File: config.mk
export PLATFORM = sky130hd
export DESIGN_NAME = led_rate_sched
export DESIGN_NICKNAME = d
export VERILOG_FILES = /design/src/rtl/led_sched_pkg.sv /design/src/rtl/key_debounce.sv /design/src/rtl/led_rate_sched.sv
export SDC_FILE = /design/constraint.sdc
export NUM_CORES = 1
export LEC_CHECK = 0
export CAP_MARGIN = 20
export CORE_AREA = 4 4 123 125
export DETAILED_ROUTE_END_ITERATION = 7
export DIE_AREA = 0 0 127 129
export DONT_BUFFER_PORTS = 1
export GPL_TIMING_DRIVEN = 1
export HOLD_SLACK_MARGIN = 0.03
export PLACE_DENSITY = 0.41
export SETUP_SLACK_MARGIN = 0.05
export SLEW_MARGIN = 5
export SYNTH_ARGS = -nofsm -noshare
export SYNTH_HDL_FRONTEND = slang
export SYNTH_SLANG_ARGS = --single-unit
File: constraint.sdc
create_clock -name clk -period 6.75 [get_ports clk]
set_input_delay 1.35 -clock clk [delete_from_list [all_inputs] [get_ports clk]]
set_output_delay 1.35 -clock clk [all_outputs]
set_load 0.01 [all_outputs]
File: src/rtl/led_sched_pkg.sv
// Shared constants and helpers for the LED rate scheduler: pattern modes,
// per-pair half-periods in base ticks, and the reload pattern for each mode.
package led_sched_pkg;

    typedef enum logic [1:0] {
        MODE_PAIRS = 2'd0,
        MODE_SAME  = 2'd1,
        MODE_CHASE = 2'd2,
        MODE_OFF   = 2'd3
    } mode_t;

    localparam int NPAIR = 4;
    localparam int CW    = 4;

    // Half-periods in 1/24 s ticks: pair 0..3 blink at 1, 2, 3, 4 Hz.
    localparam logic [NPAIR-1:0][CW-1:0] HALF_PER = {4'd3, 4'd4, 4'd6, 4'd12};

    localparam logic [CW-1:0] SAME_STEP  = 4'd12;
    localparam logic [CW-1:0] CHASE_STEP = 4'd6;

    localparam logic [7:0] RELOAD_PAIRS = 8'hFF;
    localparam logic [7:0] RELOAD_SAME  = 8'hFF;
    localparam logic [7:0] RELOAD_CHASE = 8'h03;
    localparam logic [7:0] RELOAD_OFF   = 8'h00;

    function automatic logic [7:0] reload_pat(input mode_t m);
        case (m)
            MODE_PAIRS: return RELOAD_PAIRS;
            MODE_SAME:  return RELOAD_SAME;
            MODE_CHASE: return RELOAD_CHASE;
            default:    return RELOAD_OFF;
        endcase
    endfunction

    function automatic mode_t mode_next(input mode_t m);
        case (m)
            MODE_PAIRS: return MODE_SAME;
            MODE_SAME:  return MODE_CHASE;
            MODE_CHASE: return MODE_OFF;
            default:    return MODE_PAIRS;
        endcase
    endfunction

endpackage

File: src/rtl/key_debounce.sv
// Pushbutton conditioner: 2-FF synchronizer, stable-time debounce and a
// single-cycle press pulse on each accepted rising level.
module key_debounce #(
    parameter int DB_CYC = 2_000_000
) (
    input  logic clk,
    input  logic rst,
    input  logic key_raw,
    output logic press
);

    localparam int DW = (DB_CYC > 1) ? $clog2(DB_CYC) : 1;
    localparam logic [DW-1:0] DB_LAST = DW'(DB_CYC - 1);

    logic          sync1;
    logic          sync2;
    logic          level;
    logic [DW-1:0] cnt;

    // cnt counts consecutive samples that disagree with the accepted level;
    // the DB_CYC-th such sample is accepted.
    always_ff @(posedge clk or posedge rst) begin
        if (rst) begin
            sync1 <= 1'b0;
            sync2 <= 1'b0;
            level <= 1'b0;
            cnt   <= '0;
            press <= 1'b0;
        end else begin
            sync1 <= key_raw;
            sync2 <= sync1;
            press <= 1'b0;
            if (sync2 == level) begin
                cnt <= '0;
            end else if (cnt == DB_LAST) begin
                cnt   <= '0;
                level <= sync2;
                press <= sync2;
            end else begin
                cnt <= cnt + DW'(1);
            end
        end
    end

endmodule

File: src/rtl/led_rate_sched.sv
// LED pattern scheduler: base-tick prescaler, per-pair blink counters and a
// button-stepped pattern mode driving four LED pairs.
//
// mode  | meaning
// PAIRS | each pair blinks at its own rate (1/2/3/4 Hz)
// SAME  | all LEDs blink together every 12 ticks
// CHASE | one lit pair walks upward every 6 ticks
// OFF   | all LEDs dark, ticks ignored
module led_rate_sched #(
    parameter int CLK_HZ   = 100_000_000,
    parameter int TICK_CYC = 4_166_667,
    parameter int DB_CYC   = 2_000_000
) (
    input  logic       clk,
    input  logic       rst,
    input  logic       key_mode,
    input  logic       en,
    output logic [7:0] out,
    output logic [1:0] mode
);
    import led_sched_pkg::*;

    if (CLK_HZ <= 0 || TICK_CYC < 1 || DB_CYC < 1) begin : g_bad_params
        $error("led_rate_sched: CLK_HZ, TICK_CYC and DB_CYC must be positive");
    end

    localparam int PW = (TICK_CYC > 1) ? $clog2(TICK_CYC) : 1;
    localparam logic [PW-1:0] PRESC_LAST = PW'(TICK_CYC - 1);

    logic                        press;
    logic                        tick;
    mode_t                       mode_q, mode_d;
    logic [PW-1:0]               presc_q, presc_d;
    logic [NPAIR-1:0][CW-1:0]    cnt_q, cnt_d;
    logic [7:0]                  out_q, out_d;

    key_debounce #(
        .DB_CYC (DB_CYC)
    ) u_key (
        .clk     (clk),
        .rst     (rst),
        .key_raw (key_mode),
        .press   (press)
    );

    assign tick = en && (presc_q == PRESC_LAST);

    always_ff @(posedge clk or posedge rst) begin
        if (rst) begin
            mode_q <= MODE_PAIRS;
        end else begin
            mode_q <= mode_d;
        end
    end

    always_comb begin
        mode_d = mode_q;
        if (press) begin
            mode_d = mode_next(mode_q);
        end
    end

    // A press wins over a coincident tick: the tick is simply dropped.
    always_comb begin
        presc_d = presc_q;
        cnt_d   = cnt_q;
        out_d   = out_q;
        if (press) begin
            presc_d = '0;
            cnt_d   = '0;
            out_d   = reload_pat(mode_d);
        end else if (en) begin
            presc_d = tick ? '0 : presc_q + PW'(1);
            if (tick) begin
                case (mode_q)
                    MODE_PAIRS: begin
                        for (int k = 0; k < NPAIR; k++) begin
                            if (cnt_q[k] == HALF_PER[k] - 4'd1) begin
                                cnt_d[k]        = '0;
                                out_d[2*k +: 2] = ~out_q[2*k +: 2];
                            end else begin
                                cnt_d[k] = cnt_q[k] + 4'd1;
                            end
                        end
                    end
                    MODE_SAME: begin
                        if (cnt_q[0] == SAME_STEP - 4'd1) begin
                            cnt_d[0] = '0;
                            out_d    = ~out_q;
                        end else begin
                            cnt_d[0] = cnt_q[0] + 4'd1;
                        end
                    end
                    MODE_CHASE: begin
                        if (cnt_q[0] == CHASE_STEP - 4'd1) begin
                            cnt_d[0] = '0;
                            out_d    = {out_q[5:0], out_q[7:6]};
                        end else begin
                            cnt_d[0] = cnt_q[0] + 4'd1;
                        end
                    end
                    default: begin
                    end
                endcase
            end
        end
    end

    always_ff @(posedge clk or posedge rst) begin
        if (rst) begin
            presc_q <= '0;
            cnt_q   <= '0;
            out_q   <= RELOAD_PAIRS;
        end else begin
            presc_q <= presc_d;
            cnt_q   <= cnt_d;
            out_q   <= out_d;
        end
    end

    assign out  = out_q;
    assign mode = mode_q;

endmodule

==> summary.txt <==
Status
  – Outcome: finished, final reports clean

Cells and area
  – Area growth, synth to finish: 12.22%
  – N_diodes: 0
  – Nets: between 400 and 500
  – Layout cells sized above 1: under 10%
  – Filler Cell Count: ~1,400

Floorplanning
  – Die width: about 130 um
  – Core Area: between 10,000 and 15,000 um^2
  – Die Ht: between 100 and 150 um
  – Initial core utilization: about 30%
  – Num rows: 43
  – Die Footprint: ~16,000 um^2
  – Number of top-level pins: 14

Pwr
  – Power per Cell Area: 223.9 nW/um^2
  – Clock group share of total power: around half
  – Combinational share of power: roughly 5.6%
  – Max VDD drop: roughly 100 uV
  – Int Pwr: about 0.78 mW
  – Leakage dissipation: between 1.5 and 2 nW
  – Sw frac: about 25%
  – Sequential Power Share: between 40% and 50%
  – Net Switching: around 0.26 mW

Detailed routing
  – Vias: 3,164
  – DRT iter0 DRCs: 200
  – Vias per Instance: 5.014
  – Antenna violation net count after detailed routing: 0
  – Wire per inst: around 15 um
  – DRC Markers: 0
  – Routed WL: ~9500 um
  – Drt pass-1 iters: 4

STA
  – Final min period: between 2000 and 2500 ps
  – Worst-Margin Slew: 855.8 ps
  – Rel. slew slack: 42.42%
  – Max Fclk: approximately 0.4 GHz
  – Unrepaired setup endpoints after global routing: no
  – Slew Viols, Final: 0
  – Crit share post-route: around 37%
  – Clk_skew: between 10 and 15 ps
  – Fin worst setup slack: around 4300 ps
  – Setup tns final: 0 ps
  – Count of final setup violators: 0
  – Final Hold Viols: 0

Hold path
  – Worst hold path type: flop to flop
  – Hold depth: 0

Worst setup path
  – WS Path Type: input port to flop
  – Critical path capture point type: flop
  – Worst Path Required: 7020 ps
  – Reg2reg path depth: 7
  – Startpoint types: input port
  – CP max FO: 18
  – Critical path arrival: about 2800 ps

Synth
  – Syn Area/Cell: slightly above 9 um^2
  – Dominant synthesized flop cell: dfrtp_1
  – Area contributors post-synth: dfrtp_1 (39%), nor2_1 (6.9%), dfstp_2 (5.1%)
  – Sequential area share after synthesis: between 40% and 50%
  – Netlist cell types: between 50 and 60
  – Asr flop ratio synth: 100.0%
  – Post-synth top area cell: dfrtp_1
  – Post-synth EDFFs: 0
  – Mapped Area: between 4000 and 5000 um^2
  – Synthesis-stage register bit count: 73
  – Warnings, synthesis: 0
  – Syn Inst Count: 450
  – Syn nets: approximately 470
  – Post-synth top area share: 39.24%

CTS
  – Skew-Pair Late Insertion Delay: 350 ps
  – Maximum root-to-sink buffer count: 2
  – Post_cts resized: 0
  – Post-cts hold buffer count: 0
  – CTS buffer count: 9
  – TritonCTS clock tree: done
  – Postcts setup bufs: 0
  – Clock Sinks: between 70 and 80
  – Htree depth: 3
  – Clk slew on worst S/H paths: about 70 ps
  – Root buf cell: clkbuf_16

Placed design
  – DP Worst Slack: just under 4000 ps
  – HPWL after detailed placement: a little over 6000 um
  – Routability cong.: 0.7348
  – Port bufs: 0

GRT
  – Gr usage total: 12.36%
  – Initial antenna violation count: 0
  – Congestion Overflow GR: 0
  – Largest net degree at the start of global routing: 74
  – First-pass GRT wire length: 16,280 um
  – Number of global-route vias before repair: 3,121

Job
  – Max-cap violations: 0
registers in the layout, summed over array words and instances (netlist names):
register	flops
u_key.level	1
mode	2
u_key.cnt	21
presc_q	22
cnt_q	16
u_key.press	1
u_key.sync1	1
out	8
u_key.sync2	1
cell families after synthesis:
group,count (synthesis),share of synthesized area [%]
buffers and inverters,37,3.561
multiplexers,17,4.226
flip-flops,73,44.31
adder cells (fa/ha/maj),14,4.226
AO/OA/AOI/OAI,58,9.447
AND/OR/NAND/NOR,217,27.05
XOR/XNOR,34,7.184
layer usage:
| metal | wire length, um | vias up | global-route usage, % |
|---|---|---|---|
| li1 | - | 1580 | - |
| met1 | 4707 | 1532 | 16.85 |
| met2 | 4318 | 40 | 19.33 |
| met3 | 283 | 12 | 2.366 |
| met4 | 174 | 0 | 5.110 |
| met5 | 0 | - | 0 |
Yosys cell counts, drive strengths merged, types with 2 or more instances:
| cell type | number |
|---|---|
| nor3 | 12 |
| mux2i | 13 |
| nand3 | 20 |
| nor3b | 4 |
| o21a | 3 |
| nand2b | 4 |
| and3 | 7 |
| a32o | 2 |
| and4 | 3 |
| nor2b | 3 |
| dfstp | 8 |
| a32oi | 4 |
| or3b | 2 |
| and2 | 5 |
| or3 | 3 |
| xor2 | 16 |
| ha | 14 |
| inv | 18 |
| clkbuf | 16 |
| nor2 | 76 |
| o21ai | 20 |
| a211oi | 4 |
| dfrtp | 65 |
| a21oi | 5 |
| nand2 | 34 |
| a21boi | 3 |
| nand3b | 3 |
| a2111oi | 2 |
| xnor2 | 18 |
| buf | 3 |
| nand4 | 20 |
| mux2 | 4 |
| a22o | 2 |
| nor4 | 14 |
| o31ai | 2 |
| o22ai | 5 |
final timing paths:
| check | from | end | slack, ps |
|---|---|---|---|
| setup / recovery | en | out[6] | 4260 |
| hold / removal | u_key.sync1 | u_key.sync2 | 350 |
| setup reg to reg | presc_q[0] | out[6] | 4390 |
| hold reg to reg | u_key.sync1 | u_key.sync2 | 350 |
| max in group asynchronous | rst | out[6] | 5200 |
| min in group asynchronous | rst | cnt_q[13] | 930 |
final cells by class:
cell class	instances	area (um^2)	share of cell area [%]
tap	180	225.2	4.841
clock inverter	6	65.06	1.399
sequential	73	1837	39.48
multi-input combinational	340	2167	46.58
inverter	18	68.82	1.479
timing repair buffer	4	50.05	1.076
clock buffer	10	239.0	5.137
through the flow:
step           power, mW  hold slack, ps  area (um^2)  utilization [%]  instances
6_report           1.042           348.5         4652            33.51        631
5_1_grt            1.090           363.3         4652            33.51        631
4_1_cts            1.058           350.7         4624            33.32        630
3_5_place_dp      0.5473           335.8         4320            31.12        614
3_3_place_gp      0.5476           334.0         4320            31.12        614
2_1_floorplan     0.5323           331.2         4145                -        450
power by group through the flow:
stage | logic (mW) | registers (mW) | clock network [mW]
after global routing | 0.0713 | 0.486 | 0.533
after detailed placement | 0.0570 | 0.490 | 0
after global placement | 0.0567 | 0.491 | 0
after floorplan | 0.0589 | 0.473 | 0
final | 0.0579 | 0.483 | 0.501
after CTS | 0.0576 | 0.482 | 0.518
cell usage in the layout (no fill, tap or decap), drive strengths merged, types with 2 or more instances in the layout:
cell type / synthesis / layout
inv: 18 / 19
a21boi: 3 / 3
nand3b: 3 / 3
a22o: 2 / 2
a211oi: 4 / 4
o21ai: 20 / 20
nor2b: 3 / 3
nand2: 34 / 34
a32oi: 4 / 4
clkbuf: 16 / 10
xnor2: 18 / 18
nor3b: 4 / 4
dfstp: 8 / 8
nand2b: 4 / 4
or3b: 2 / 2
nor2: 76 / 76
a2111oi: 2 / 2
mux2i: 13 / 13
or3: 3 / 3
dfrtp: 65 / 65
o22ai: 5 / 5
nand3: 20 / 20
o21a: 3 / 3
a21oi: 5 / 5
mux2: 4 / 4
clkinv: 0 / 3
nor3: 12 / 12
xor2: 16 / 16
buf: 3 / 4
nand4: 20 / 20
and2: 5 / 5
and3: 7 / 7
a32o: 2 / 2
o31ai: 2 / 2
ha: 14 / 14
nor4: 14 / 14
and4: 3 / 3
worst max-delay path: stages:
cell,delay (ps)
nand4bb_1,160
or3_4,460
nor4_2,420
mux2_1,360
No activity file was read; power rests on OpenSTA's default activity.
